==> src/rtl/cdc_pkg.sv <==
// -----------------------------------------------------------------------------
// cdc_pkg
// Shared types and helpers for the toggle-CDC source-side transmit controller.
//   tx_state_t : transmit FSM states (IDLE, SEND, WAIT_ACK)
//   cnt_width  : width of a FIFO occupancy count, $clog2(depth)+1, so that a
//                completely full FIFO is representable.
// -----------------------------------------------------------------------------
package cdc_pkg;

    typedef enum logic [1:0] {
        IDLE     = 2'd0,
        SEND     = 2'd1,
        WAIT_ACK = 2'd2
    } tx_state_t;

    function automatic int unsigned cnt_width(input int unsigned depth);
        return $clog2(depth) + 1;
    endfunction

endpackage

==> src/rtl/cdc_tx_fifo.sv <==
// -----------------------------------------------------------------------------
// cdc_tx_fifo
// Single-clock FIFO buffering words ahead of the CDC transmit FSM.
// FIFO_DEPTH must be a power of two (>= 2) so the pointers wrap naturally.
//
// Ports:
//   clk, reset : clock, synchronous active-high reset (empties the FIFO)
//   push       : write push_data (ignored when full)
//   push_data  : word to write
//   pop        : advance read pointer (ignored when empty)
//   pop_data   : head word, valid whenever !empty
//   full/empty : occupancy flags
//   count      : occupancy, 0..FIFO_DEPTH
// -----------------------------------------------------------------------------
module cdc_tx_fifo
    import cdc_pkg::*;
#(
    parameter int unsigned DATA_WIDTH = 8,
    parameter int unsigned FIFO_DEPTH = 4
) (
    input  logic                               clk,
    input  logic                               reset,
    input  logic                               push,
    input  logic [DATA_WIDTH-1:0]              push_data,
    input  logic                               pop,
    output logic [DATA_WIDTH-1:0]              pop_data,
    output logic                               full,
    output logic                               empty,
    output logic [cnt_width(FIFO_DEPTH)-1:0]   count
);

    localparam int unsigned AW = $clog2(FIFO_DEPTH);
    localparam int unsigned CW = cnt_width(FIFO_DEPTH);

    logic [DATA_WIDTH-1:0] mem_q [FIFO_DEPTH];
    logic [AW-1:0]         wr_ptr_q;
    logic [AW-1:0]         rd_ptr_q;
    logic [CW-1:0]         count_q;
    logic                  do_push;
    logic                  do_pop;

    assign full     = (count_q == CW'(FIFO_DEPTH));
    assign empty    = (count_q == '0);
    assign do_push  = push && !full;
    assign do_pop   = pop && !empty;
    assign pop_data = mem_q[rd_ptr_q];
    assign count    = count_q;

    always_ff @(posedge clk) begin
        if (reset) begin
            wr_ptr_q <= '0;
            rd_ptr_q <= '0;
            count_q  <= '0;
        end else begin
            if (do_push) begin
                wr_ptr_q <= wr_ptr_q + AW'(1);
            end
            if (do_pop) begin
                rd_ptr_q <= rd_ptr_q + AW'(1);
            end
            case ({do_push, do_pop})
                2'b10:   count_q <= count_q + CW'(1);
                2'b01:   count_q <= count_q - CW'(1);
                default: count_q <= count_q;
            endcase
        end
    end

    // Storage needs no reset: entries are only read once the pointers say so.
    always_ff @(posedge clk) begin
        if (do_push) begin
            mem_q[wr_ptr_q] <= push_data;
        end
    end

endmodule

==> src/rtl/cdc_data_tx_ctrl.sv <==
// -----------------------------------------------------------------------------
// cdc_data_tx_ctrl
// Source-domain front end of the toggle-based CDC data transfer. Words taken
// from a valid/ready stream are queued in a FIFO, then sent one at a time: a
// single-cycle xfer_enable per word, with xfer_data held until the return ack.
// The acknowledge wait is supervised by a saturating timeout counter.
//
// Ports:
//   clk, reset   : source clock, synchronous active-high reset
//   in_valid     : upstream word valid
//   in_data      : upstream word
//   in_ready     : FIFO can accept (== !full)
//   xfer_enable  : one-cycle request to the synchronizer
//   xfer_data    : word under transfer, changes only when a word is popped
//   ack          : one-cycle acknowledge from the destination side
//   err_clear    : clears timeout_err (a simultaneous set wins)
//   busy         : transfer outstanding (state != IDLE)
//   timeout_err  : sticky, ack not seen within ACK_TIMEOUT WAIT_ACK cycles
//   fifo_count   : FIFO occupancy
// ACK_TIMEOUT = 0 disables the timeout.
// -----------------------------------------------------------------------------
module cdc_data_tx_ctrl
    import cdc_pkg::*;
#(
    parameter int unsigned DATA_WIDTH  = 8,
    parameter int unsigned FIFO_DEPTH  = 4,
    parameter int unsigned ACK_TIMEOUT = 256
) (
    input  logic                               clk,
    input  logic                               reset,
    input  logic                               in_valid,
    input  logic [DATA_WIDTH-1:0]              in_data,
    output logic                               in_ready,
    output logic                               xfer_enable,
    output logic [DATA_WIDTH-1:0]              xfer_data,
    input  logic                               ack,
    input  logic                               err_clear,
    output logic                               busy,
    output logic                               timeout_err,
    output logic [cnt_width(FIFO_DEPTH)-1:0]   fifo_count
);

    localparam int unsigned CW = cnt_width(FIFO_DEPTH);
    localparam int unsigned TW = (ACK_TIMEOUT > 0) ? $clog2(ACK_TIMEOUT + 1) : 1;
    localparam logic [TW-1:0] TMO_LIMIT = TW'(ACK_TIMEOUT);

    tx_state_t             state_q,     state_d;
    logic [DATA_WIDTH-1:0] xfer_data_q, xfer_data_d;
    logic                  xfer_en_q,   xfer_en_d;
    logic [TW-1:0]         tmo_cnt_q,   tmo_cnt_d;
    logic                  err_q,       err_d;
    logic                  tmo_set;

    logic                  fifo_pop;
    logic [DATA_WIDTH-1:0] fifo_head;
    logic                  fifo_full;
    logic                  fifo_empty;
    logic [CW-1:0]         fifo_cnt;

    cdc_tx_fifo #(
        .DATA_WIDTH (DATA_WIDTH),
        .FIFO_DEPTH (FIFO_DEPTH)
    ) u_fifo (
        .clk       (clk),
        .reset     (reset),
        .push      (in_valid),
        .push_data (in_data),
        .pop       (fifo_pop),
        .pop_data  (fifo_head),
        .full      (fifo_full),
        .empty     (fifo_empty),
        .count     (fifo_cnt)
    );

    always_comb begin
        state_d     = state_q;
        xfer_data_d = xfer_data_q;
        xfer_en_d   = 1'b0;
        tmo_cnt_d   = '0;
        fifo_pop    = 1'b0;
        unique case (state_q)
            IDLE: begin
                // ack here is stale (e.g. after a local reset) and is dropped
                if (!fifo_empty) begin
                    fifo_pop    = 1'b1;
                    xfer_data_d = fifo_head;
                    xfer_en_d   = 1'b1;
                    state_d     = SEND;
                end
            end
            SEND: begin
                // the request pulse is in flight; any ack now cannot be ours
                state_d = WAIT_ACK;
            end
            WAIT_ACK: begin
                if (ack) begin
                    if (!fifo_empty) begin
                        fifo_pop    = 1'b1;
                        xfer_data_d = fifo_head;
                        xfer_en_d   = 1'b1;
                        state_d     = SEND;
                    end else begin
                        state_d = IDLE;
                    end
                end else if (tmo_cnt_q != TMO_LIMIT) begin
                    tmo_cnt_d = tmo_cnt_q + TW'(1);
                end else begin
                    tmo_cnt_d = tmo_cnt_q;
                end
            end
            default: begin
                state_d = IDLE;
            end
        endcase
    end

    // Level condition: while the counter sits saturated the flag keeps being
    // set, so err_clear only takes effect once the wait has ended.
    assign tmo_set = (ACK_TIMEOUT != 0) && (state_q == WAIT_ACK) && !ack &&
                     (tmo_cnt_d == TMO_LIMIT);

    always_comb begin
        err_d = err_q;
        if (tmo_set) begin
            err_d = 1'b1;
        end else if (err_clear) begin
            err_d = 1'b0;
        end
    end

    always_ff @(posedge clk) begin
        if (reset) begin
            state_q     <= IDLE;
            xfer_data_q <= '0;
            xfer_en_q   <= 1'b0;
            tmo_cnt_q   <= '0;
            err_q       <= 1'b0;
        end else begin
            state_q     <= state_d;
            xfer_data_q <= xfer_data_d;
            xfer_en_q   <= xfer_en_d;
            tmo_cnt_q   <= tmo_cnt_d;
            err_q       <= err_d;
        end
    end

    assign in_ready    = !fifo_full;
    assign xfer_enable = xfer_en_q;
    assign xfer_data   = xfer_data_q;
    assign busy        = (state_q != IDLE);
    assign timeout_err = err_q;
    assign fifo_count  = fifo_cnt;

endmodule

==> config.mk <==
export PLATFORM = sky130hd
export DESIGN_NAME = cdc_data_tx_ctrl
export DESIGN_NICKNAME = d
export VERILOG_FILES = /design/src/rtl/cdc_pkg.sv /design/src/rtl/cdc_tx_fifo.sv /design/src/rtl/cdc_data_tx_ctrl.sv
export SDC_FILE = /design/constraint.sdc
export NUM_CORES = 1
export LEC_CHECK = 0
export BUFFER_PORTS_ARGS = -buffer_cell sky130_fd_sc_hd__buf_4
export CAP_MARGIN = 20
export CORE_MARGIN = 4
export CORE_UTILIZATION = 45
export CTS_BUF_LIST = sky130_fd_sc_hd__clkbuf_4 sky130_fd_sc_hd__clkbuf_8
export DETAILED_ROUTE_END_ITERATION = 16
export HOLD_SLACK_MARGIN = 0.08
export PLACE_DENSITY_LB_ADDON = 0.15
export SETUP_SLACK_MARGIN = 0.05
export SYNTH_ARGS = -nofsm -noshare
export SYNTH_HDL_FRONTEND = slang
export SYNTH_SLANG_ARGS = --single-unit
==> constraint.sdc <==
create_clock -name clk -period 7 [get_ports clk]
set_clock_uncertainty 0.1 [all_clocks]
set_input_delay 0.7 -clock clk [delete_from_list [all_inputs] [get_ports clk]]
set_output_delay 0.7 -clock clk [all_outputs]
set_load 0.01 [all_outputs]
**After elaboration in Yosys (flattened, before gate mapping)**

Memory sizes are Yosys's and may differ from the RTL's. A register that Yosys moved wholly into a read port is not among the register bits.
Cells that the tools add are included.

- Bits in registers: 28
- RAM bits: 32
- Input bits: 13
- Output and inout bits: 15
- Word-level logic and storage cells: 58
- Memories kept: 1

- Add/subtract/negate cells: 5
- Eq/ne operators: 9
- Multiplexer cells: 20
- Reductions and logical operators: 15

Memory list:

| memory | words | bits a word | rd ports | clocked after memory_dff | write ports | RTL line | text |
|---|---|---|---|---|---|---|---|
| u_fifo.mem_q | 4 | 8 | 1 | 1 | 1 | cdc_tx_fifo.sv:35 | `logic [DATA_WIDTH-1:0] mem_q [FIFO_DEPTH];` |

Operators by type and width:

| kind | number |
|---|---|
| $mux 9 | 3 |
| $mux 8 | 2 |
| $pmux 8 s2 | 1 |
| $add 9x1->9 const B | 1 |
| $eq 9x9->1 const B | 1 |
| $ne 9x9->1 const B | 1 |
| $mux 2 | 4 |
| $reduce_bool 2->1 | 4 |
| $mux 1 | 7 |
| $pmux 2 s3 | 1 |
| $pmux 3 s2 | 1 |
| $add 2x1->2 const B | 2 |
| $eq 2x1->1 const B | 2 |
| $eq 2x2->1 const B | 2 |
| $logic_and 1x1->1 | 4 |
| $ne 2x2->1 const B | 2 |
| $reduce_and 2->1 | 2 |
| $add 3x1->3 const B | 1 |
| $eq 3x3->1 const B | 1 |
| $logic_not 1->1 | 3 |
| $logic_not 3->1 | 1 |
| $sub 3x1->3 const B | 1 |
| $logic_not 2->1 | 1 |
| $pmux 1 s2 | 1 |

**Logic depth before layout (Yosys ltp)**

Gate-level depths: netlist of run 1.

- Depth after elaboration: 7
- Depth in mapped cells: 10
- Depth with buffers taken out: 10

**Cells and area by module**

From an unflattened synthesis of run 1, not the netlist that was laid out.

- Cell total of the unflattened synthesis: 211
- Area total of the unflattened synthesis: 2601.2 µm²

By module, submodules not included:

| module | times used | cells an instance | area each (µm²) | sequential area each (µm²) |
|---|---|---|---|---|
| cdc_tx_fifo | 1 | 96 | 1635.3 | 1141.1 |
| cdc_data_tx_ctrl | 1 | 115 | 965.9 | 420.4 |

**Worst setup path after synthesis of run 1**

No wires, ideal clock.

- Kind: input-to-reg
- Start point: input port ack
- End point: register u_fifo.count_q[2] (netlist: u_fifo.count[2])
- Setup time: 71 ps
- Data arrival time: 2375 ps
- Data required time: 6829 ps
- Slack: 4454 ps
- Stages on the path: 9
- Path buffers: 1
- Cell sequence: nor2b_1 nor3_1 buf_2 ha_1 inv_1 fa_1 xor2_1 or3_1 a21oi_1

- Cells in the longest elaborated chain, start to end: 5
- Elaborated cells between the ends (all ways): 7
- Classes of those cells: eq/ne (2); mux (3); reduce/logical (2)

Ends and longest elaborated chain:

| what | RTL line | text |
|---|---|---|
| start, declared | cdc_data_tx_ctrl.sv:36 | `input logic ack,` |
| $mux 1 * | cdc_data_tx_ctrl.sv:96 | `if (ack) begin` |
| $pmux 1 s2 * | cdc_data_tx_ctrl.sv:81 | `unique case (state_q)` |
| $logic_and 1x1->1 * | cdc_tx_fifo.sv:45 | `assign do_pop = pop && !empty;` |
| named net u_fifo.do_pop | cdc_tx_fifo.sv:40 | `logic do_pop;` |
| $eq 2x1->1 or $eq 2x2->1 (tied branches) | cdc_tx_fifo.sv:61 | `case ({do_push, do_pop})` |
| $pmux 3 s2 or $reduce_bool 2->1 (tied branches) | -- |  |
| end signal, assigned | cdc_tx_fifo.sv:62 | `2'b10: count_q <= count_q + CW'(1);` |
| end signal, assigned | cdc_tx_fifo.sv:63 | `2'b01: count_q <= count_q - CW'(1);` |
| end signal, assigned | cdc_tx_fifo.sv:64 | `default: count_q <= count_q;` |
| end, declared | cdc_tx_fifo.sv:38 | `logic [CW-1:0] count_q;` |

Mark *: on every way through the listed nets, which the timed path passes. The rest lies on a longest branch.
A chain may end at the register's enable or synchronous reset.

**Worst setup path after layout of run 1**

- Start point: register u_fifo.count_q[2] (netlist: u_fifo.count[2])
- End point: register u_fifo.count_q[2] (netlist: u_fifo.count[2])

- Cells in the longest elaborated chain, start to end: 7
- Elaborated cells between the ends (all ways): 15
- Classes of those cells: add/sub (2); eq/ne (3); mux (4); reduce/logical (6)

Ends and longest elaborated chain:

| what | RTL line | text |
|---|---|---|
| $logic_not 3->1 | cdc_tx_fifo.sv:43 | `assign empty = (count_q == '0);` |
| $mux 1 | cdc_data_tx_ctrl.sv:84, cdc_data_tx_ctrl.sv:97 |  |
| $mux 1 | cdc_data_tx_ctrl.sv:96 |  |
| $pmux 1 s2 | cdc_data_tx_ctrl.sv:81 |  |
| $logic_and 1x1->1 | cdc_tx_fifo.sv:45 |  |
| $eq 2x1->1 or $eq 2x2->1 (tied branches) | cdc_tx_fifo.sv:61 |  |
| $pmux 3 s2 or $reduce_bool 2->1 (tied branches) | -- |  |

Parallel ways exist; a longest one is shown, timed or not.

==> flow_metrics.tcl, run 1 <==
set metrics [dict create \
    status "finished, final reports clean" \
    hold_violations 0 \
    synth_cell_type_count 34 \
    wl_per_cell_um 15.1 \
    cts_buffer_depth 2 \
    seq_area_um2 1560 \
    clk_latency_ns 0.33 \
    drv_slew 0 \
    start_util 0.478 \
    finalPower_mw 1.12 \
    critPathMaxFanout 5 \
    grt_pass1_vias 1610 \
    setup.worst_path.class "flip-flop to flip-flop" \
    final.setup.tns_ns 0 \
    syn2layout_area_growth_pct 18.4 \
    dp_hpwl_mm 3.19 \
    required_ns 7.16 \
    clk_pin_slew_ns 0.07 \
    syn_nets 216 \
    multi_input_area_um2 893 \
    final_nets 246 \
    route.vias.total 1531 \
    most-common-layout-cells "32 x edfxtp_1, 30 x dfxtp_1, 28 x nor2_1, 27 x buf_4, 10 x clkbuf_8" \
    grt_overflow 0 \
    n_antenna_cell 0 \
    gr-usage-all-layers 0.143 \
    ys_seq_area_frac 0.619 \
    drt_iter0_drc 116 \
    drt-pass1-iter-count 4 \
    die_x_um 82.9 \
    rsz0062_at_grt "false" \
    globalplace.congestion 0.824 \
    yosysTopAreaCellShare 0.381 \
    ys_warn_count 0 \
    drc_errors 0 \
    io_buffer_count 27 \
    cp-endpoint "u_fifo.count[2]" \
    postSynthAreaPerCell_um2 12.9 \
    cp.arrival_ns 2.77 \
    antenna_found_initial 0 \
    cts.repair.resized 0 \
    synth-seq-cells 62 \
    ir_worst_vdd_mv 0.223 \
    p_per_area_nw_per_um2 376 \
    grt_pass1_wl_mm 7.56 \
    setup.worst_path.start "u_fifo.count[2]" \
    clock.fmax_mhz 383 \
    min_period_ns 2.61 \
    clockRootBuffer "clkbuf_8" \
    post-cts-setup-buffers 0 \
    synthCells 195 \
    ios 28 \
    slew_headroom 0.565 \
    clkSinkCount 62 \
    rrSetupSlack_ns 4.39 \
    min_period_over_period 0.373 \
    synth_edf_count 32 \
    synth.cell_area_um2 2520 \
    p_leak_nw 1.11 \
    reg2reg_to "u_fifo.count[2]" \
    viasPerCell 5.10 \
    die_y_um 82.9 \
    rows 26 \
    hold_buffers 0 \
    ant_nets 0 \
    dieArea_um2 6860 \
    hold_path_class "flip-flop to flip-flop" \
    cts.htree.levels 3 \
    yosys-top-cells-area "edfxtp_1 38%, dfxtp_1 24%, mux4_2 7.1%" \
    layout_commonest_cell "edfxtp_1" \
    grt_max_degree 23 \
    worstHoldPathCells 2 \
    r2r_cells 8 \
    drive_gt1_frac 0.248 \
    core_area_um2 5270 \
    maxCapViolCount 0 \
    synthFlopType "edfxtp_1" \
    cts_tree "built" \
    cts_buffers 9 \
    final-setup-viol-count 0 \
    routed_wl_mm 4.54 \
    crit_path_start_kind "flip-flop" \
    async_flop_share 0 \
    nFillCells 442 \
    synth_top_cell_by_area "edfxtp_1" \
    tightest_slew_ns 0.649 \
    cp-end-kind "flip-flop" \
    reg2reg_from "u_fifo.count[2]" \
]
==> routing by layer <==
metal  wire length [um]  share of wire  GRT usage  vias to the layer above
li1                   -              -          -                      748
met1               2110           0.46      0.183                      738
met2               2100           0.46      0.212                       34
met3                195          0.043     0.0475                       11
met4                131          0.029     0.0832                        0
met5                  0              0          0                        -
==> logic make-up after synthesis <==
family	Yosys count	share of synthesized area
and+or+nand+nor	65	0.128
DFF	62	0.619
buffers and inverters	17	0.0283
muxes	17	0.107
AOI/OAI and AO/OA	13	0.0293
xor gates and xnor gates	13	0.0452
adders and majority gates	8	0.0427
==> metrics by stage <==
step                cell area, um^2  worst slack, ns  hold WS, ns  instances   util
floorplan                      2520             4.45        0.369        195      -
global placement               2780             3.74        0.340        283  0.527
detailed placement             2790             4.10        0.352        284  0.529
CTS                            2990             4.41        0.370        300  0.566
global route                   2990             4.22        0.380        300  0.566
finish                         2990             4.39        0.368        300  0.566
==> cells in the mapped netlist (2+ instances only) <==
master    instances
mux2i_1           9
edfxtp_1         32
nor4b_1           2
a21oi_1           5
o21ai_0           4
inv_1             8
nand2_1           9
and3_1            5
ha_1              7
nand3_1           5
nor2_1           28
xor2_1            6
nor4_1            3
mux4_2            8
nor3_1            3
nand2b_1          2
buf_2             6
clkbuf_1          2
xnor2_1           7
dfxtp_1          30
==> sequential cells by signal (all words and copies together) (netlist names), named ones only <==
signal / cells
u_fifo.mem_q: 32
tmo_cnt_q: 9
xfer_data: 8
u_fifo.count: 3
state_q: 2
u_fifo.rd_ptr_q: 2
u_fifo.wr_ptr_q: 2
timeout_err: 1
xfer_enable: 1
==> cell type report <==
cell class | instances | share of cell area
Sequential cell | 62 | 0.523
Multi-Input combinational cell | 116 | 0.299
Timing Repair Buffer | 28 | 0.0717
Clock buffer | 12 | 0.0511
Tap cell | 70 | 0.0293
Clock inverter | 4 | 0.0155
Inverter | 8 | 0.0101
==> critical path: stages (launching register included) <==
cell and delay, ns:
dfxtp_1 0.40, nor3_1 0.12, nor3_2 0.55, ha_1 0.31, inv_1 0.07, fa_1 0.39
xor2_1 0.16, or3_1 0.30, a21oi_1 0.15
==> report_power, final <==
part / internal, mW / switching [mW]
sequential: 0.449 / 0.0480
combinational: 0.163 / 0.154
clock: 0.180 / 0.128
total: 0.792 / 0.331
==> worst min-delay path by stage <==
stage	start	to	slack, ns
5_1_grt	timeout_err	timeout_err	0.38
2_1_floorplan	u_fifo.wr_ptr_q[1]	u_fifo.wr_ptr_q[1]	0.37
3_5_place_dp	timeout_err	timeout_err	0.35
4_1_cts	timeout_err	timeout_err	0.37
3_3_place_gp	timeout_err	timeout_err	0.34
6_report	timeout_err	timeout_err	0.37
(Power assumes the default switching activity.)
==> run 2: changes to the inputs <==
==> constraint.sdc (replaced) <==
create_clock -name clk -period 2.7 [get_ports clk]
set_clock_uncertainty 0.1 [all_clocks]
set_input_delay 0.27 -clock clk [delete_from_list [all_inputs] [get_ports clk]]
set_output_delay 0.27 -clock clk [all_outputs]
set_load 0.01 [all_outputs]
==> run 2 against run 1 <==
Via count increased by 2.4%. Sequential share of layout area decreased by 1.4 points. Die area unchanged. Critical path type unchanged. Maximum frequency increased by 8.8%. Core utilization increased by 1.5 points. Critical endpoint unchanged. Global-route usage decreased by 0.29 points. Flip-flop and latch count unchanged. Highest routed layer unchanged.
==> flow_metrics.tcl, run 2 (synthesized netlist as in run 1, its figures left out) <==
set metrics [dict create \
    drive_gt1_frac 0.244 \
    dp_hpwl_mm 3.03 \
    status "finished, final reports clean" \
    globalplace.congestion 0.816 \
    cts_tree "built" \
    grt_pass1_wl_mm 7.61 \
    most-common-layout-cells "32 x edfxtp_1, 30 x dfxtp_1, 28 x nor2_1, 28 x buf_4, 11 x clkbuf_8" \
    grt_overflow 0 \
    worstHoldPathCells 4 \
    p_per_area_nw_per_um2 952 \
    min_period_ns 2.40 \
    reg2reg_to "u_fifo.count[2]" \
    drv_slew 0 \
    hold_buffers 8 \
    required_ns 2.85 \
    use_met2 0.224 \
    reg2reg_from "u_fifo.count[0]" \
    holdPathEnd "timeout_err" \
    rsz0062_at_grt "false" \
    cts_buffers 9 \
    cp-end-kind "flip-flop" \
    n_antenna_cell 0 \
    slew_headroom 0.626 \
    finalPower_mw 2.92 \
    final_cells 308 \
    drt_iter0_drc 87 \
    clockRootBuffer "clkbuf_8" \
    rrSetupSlack_ns 0.30 \
    viasPerCell 5.09 \
    core_area_um2 5270 \
    wl_per_cell_um 14.5 \
    layout_commonest_cell "edfxtp_1" \
    dieArea_um2 6860 \
    final.setup.tns_ns 0 \
    die_y_um 82.9 \
    busiest_layer "met2" \
    largest_reg_flops 32 \
    top_register "u_fifo.mem_q" \
    min_period_over_period 0.888 \
    drc_errors 0 \
    met3_usage 0.0426 \
    clkSinkCount 62 \
    syn2layout_area_growth_pct 21.6 \
    ant_nets 0 \
    clk_latency_ns 0.32 \
    post-cts-setup-buffers 0 \
    cts_buffer_depth 2 \
    grt_use_met1 0.173 \
    p_leak_nw 1.15 \
    ir_worst_vdd_mv 0.693 \
    grt_pass1_vias 1612 \
    antenna_found_initial 0 \
    cp.arrival_ns 2.54 \
    dp_cells 284 \
    ios 28 \
    grt_max_degree 23 \
    clk_pin_slew_ns 0.06 \
    io_buffer_count 27 \
    worstHoldStart "err_clear" \
    rows 26 \
    cts.repair.resized 0 \
    r2r_cells 10 \
    die_x_um 82.9 \
    start_util 0.478 \
    crit_path_start_kind "flip-flop" \
    hold_violations 0 \
    drt-pass1-iter-count 4 \
    hold_path_class "primary input to flip-flop" \
    setup.worst_path.class "flip-flop to flip-flop" \
    route.vias.total 1567 \
    tightest_slew_ns 0.561 \
    final_util 0.582 \
    final_nets 254 \
    cts.htree.levels 3 \
    gr-usage-all-layers 0.141 \
    routed_wl_mm 4.48 \
    critPathMaxFanout 6 \
    maxCapViolCount 0 \
    final-setup-viol-count 0 \
    clock.fmax_mhz 417 \
]
==> run 2: worst max-delay path by stage <==
stage	from	to	slack [ns]	cells past startpoint
final	u_fifo.count[0]	u_fifo.count[2]	0.30	10
after global placement	u_fifo.count[0]	u_fifo.count[2]	0.51	10
after CTS	u_fifo.count[0]	u_fifo.count[2]	0.31	10
after floorplan	u_fifo.count[0]	u_fifo.count[2]	0.36	9
after global routing	u_fifo.count[0]	u_fifo.count[2]	0.15	10
after detailed placement	u_fifo.count[0]	u_fifo.count[2]	0.34	10
==> run 2: layer usage <==
metal	wire length, um	part of all wire	vias to the layer above
li1	-	-	767
met1	2050	0.46	759
met2	2180	0.49	34
met3	198	0.044	7
met4	53	0.012	0
met5	0	0	-
==> run 2: area by class of cell <==
type | count | area (um^2)
clock buffers | 12 | 159
clock inverters | 4 | 45.0
fillers | 431 | 2200
inverters | 8 | 30.0
multi-input cells | 116 | 893
flip-flops and latches | 62 | 1560
well taps | 70 | 87.6
repair buffers | 36 | 290
==> run 2: metrics by stage <==
stage	worst slack (ns)	hold slack [ns]	area, um^2
after floorplan	0.357	0.269	2520
after global placement	0.512	0.338	2780
after detailed placement	0.336	0.355	2780
after CTS	0.309	0.0897	3070
after global routing	0.148	0.100	3070
final	0.302	0.107	3070
==> run 2: power breakdown <==
| group | internal, mW | switching [mW] | total [mW] | leakage, nW |
|---|---|---|---|---|
| sequential | 1.16 | 0.127 | 1.29 | 0.538 |
| clock | 0.482 | 0.328 | 0.811 | 0.110 |
| combinational | 0.423 | 0.396 | 0.819 | 0.507 |
| total | 2.07 | 0.851 | 2.92 | 1.15 |
==> run 2: worst max-delay path, stage by stage, from the launching register on <==
cell,delay (ns)
dfxtp_1,0.35
inv_1,0.11
nand3_1,0.19
and2_1,0.26
inv_1,0.08
ha_1,0.19
inv_1,0.06
fa_1,0.39
xor2_1,0.16
or3_1,0.30
a21oi_1,0.14
==> run 3: changes to the inputs <==
--- a/config.mk
+++ b/config.mk
@@ -9,7 +9,7 @@
 export CAP_MARGIN = 20
 export CORE_MARGIN = 4
 export CORE_UTILIZATION = 45
-export CTS_BUF_LIST = sky130_fd_sc_hd__clkbuf_4 sky130_fd_sc_hd__clkbuf_8
+export CTS_BUF_LIST = sky130_fd_sc_hd__clkbuf_4
 export DETAILED_ROUTE_END_ITERATION = 16
 export HOLD_SLACK_MARGIN = 0.08
 export PLACE_DENSITY_LB_ADDON = 0.15
==> run 3 against run 2 <==
Worst hold slack gained 0.025 ns. Critical endpoint unchanged. Critical path depth stayed put. Core utilization shrank 1.3 points. Final area shrank 2.2%. Critical path type unchanged. Non-clock buffer count is 1 higher. Clock power decreased by 27%. Maximum frequency shrank 0.80%. Via count rose by 0.96%. Global-route usage up 0.42 points. Setup slack got worse by 0.019 ns.
==> flow_metrics.tcl, run 3 (synthesized netlist as in run 1, its figures left out) <==
set metrics [dict create \
    ir_worst_vdd_mv 0.687 \
    rows 26 \
    r2r_cells 10 \
    setup_slack_ns 0.283 \
    top_register "u_fifo.mem_q" \
    layout_commonest_cell "edfxtp_1" \
    start_util 0.478 \
    crit_slowest_cell "fa_1" \
    grt_use_met1 0.174 \
    gr-usage-all-layers 0.145 \
    maxCapViolCount 0 \
    die_y_um 82.9 \
    dieArea_um2 6860 \
    drc_errors 0 \
    p_per_area_nw_per_um2 901 \
    drv_slew 0 \
    tightest_slew_ns 0.561 \
    most-common-layout-cells "32 x edfxtp_1, 30 x dfxtp_1, 28 x nor2_1, 28 x buf_4, 10 x clkbuf_4" \
    required_ns 2.91 \
    die_x_um 82.9 \
    min_period_ns 2.42 \
    cts_buffer_depth 2 \
    cts.repair.resized 0 \
    core_area_um2 5270 \
    ant_nets 0 \
    clkSinkCount 62 \
    clockRootBuffer "clkbuf_4" \
    crit_path_start_kind "flip-flop" \
    dp_hpwl_mm 3.03 \
    wl_per_cell_um 14.7 \
    hold_violations 0 \
    grt_pass1_vias 1607 \
    rsz0062_at_grt "false" \
    busiest_layer "met2" \
    drt_iter0_drc 69 \
    syn2layout_area_growth_pct 19.0 \
    final-setup-viol-count 0 \
    grt_max_degree 23 \
    hold_path_class "primary input to flip-flop" \
    critPathMaxFanout 6 \
    io_buffer_count 27 \
    slowest_delay_ns 0.39 \
    use_met2 0.224 \
    route.vias.total 1582 \
    cpMostUsedCell "inv_1" \
    n_antenna_cell 0 \
    ios 28 \
    status "finished, final reports clean" \
    largest_reg_flops 32 \
    setup.worst_path.class "flip-flop to flip-flop" \
    slew_headroom 0.625 \
    drive_gt1_frac 0.234 \
    antenna_found_initial 0 \
    cp.arrival_ns 2.63 \
    min_period_over_period 0.895 \
    met3_usage 0.0703 \
    final_nets 255 \
    cts_tree "built" \
    viasPerCell 5.12 \
    cts_buffers 9 \
    crit_chain "inv_1, nand3_1, and2_1, inv_1, ha_1, inv_1, fa_1, xor2_1, or3_1, a21oi_1" \
    final_util 0.569 \
    clk_latency_ns 0.38 \
    drt-pass1-iter-count 4 \
    pre_cts_ws_ns 0.336 \
    grt_pass1_wl_mm 7.71 \
    globalplace.congestion 0.816 \
    grt_overflow 0 \
    cts.htree.levels 3 \
    cp-end-kind "flip-flop" \
    clock.fmax_mhz 414 \
    routed_wl_mm 4.55 \
    final.setup.tns_ns 0 \
    p_leak_nw 1.12 \
    clk_pin_slew_ns 0.10 \
    worstHoldPathCells 4 \
]
run 3: changes by cell type in the layout (fill, tap and decap cells not counted), sizes merged:
| cell | change |
|---|---|
| clkinv | +2 |
| dlygate4sd3 | +1 |
| clkbuf | -2 |
run 3: metrics by stage:
step	hold WS (ns)	total power, mW	cell area [um^2]	std cells
final	0.132	2.70	3000	309
after global placement	0.338	2.09	2780	284
after global routing	0.0999	2.89	3000	309
after CTS	0.106	2.74	3000	309
after detailed placement	0.355	2.14	2780	284
after floorplan	0.269	1.82	2520	195
run 3: timing repair:
action                                  in CTS  in global routing
hold buffers                                 9                  0
endpoints found under the hold margin       33                  0
buffers inserted                             0                  0
endpoints found under the setup margin       0                  0
run 3: report_power, final:
group	internal, mW	switching [mW]
registers	1.16	0.126
clock network	0.283	0.310
logic	0.424	0.399
run 3: worst max-delay path: cells and delay by family (launching register included):
kind	cells	cell delay, ns
simple gates	3	0.75
compound gates	1	0.15
fa+ha+maj	2	0.58
flops	1	0.36
buf+inv	3	0.26
xor+xnor	1	0.16
run 3: layer usage:
layer / share of wire / wire length, um / up-vias
met2: 0.50 / 2250 / 44
met3: 0.059 / 268 / 5
li1: - / - / 770
met5: 0 / 0 / -
met1: 0.44 / 1980 / 763
met4: 0.0088 / 40 / 0
run 3: path summary, 6_finish.rpt:
path                           to             from  slack [ns]
setup / recovery  u_fifo.count[2]  u_fifo.count[0]        0.28
hold / removal       tmo_cnt_q[7]              ack        0.13
setup reg to reg  u_fifo.count[2]  u_fifo.count[0]        0.28
hold reg to reg       timeout_err      timeout_err        0.37
run 3: area by class of cell:
cell class,instances,area (um^2)
fill,439,2270
multi-input combinational,116,893
clock buffer,10,75.1
tap,70,87.6
sequential,62,1560
timing repair buffer,37,300
clock inverter,6,52.6
inverter,8,30.0
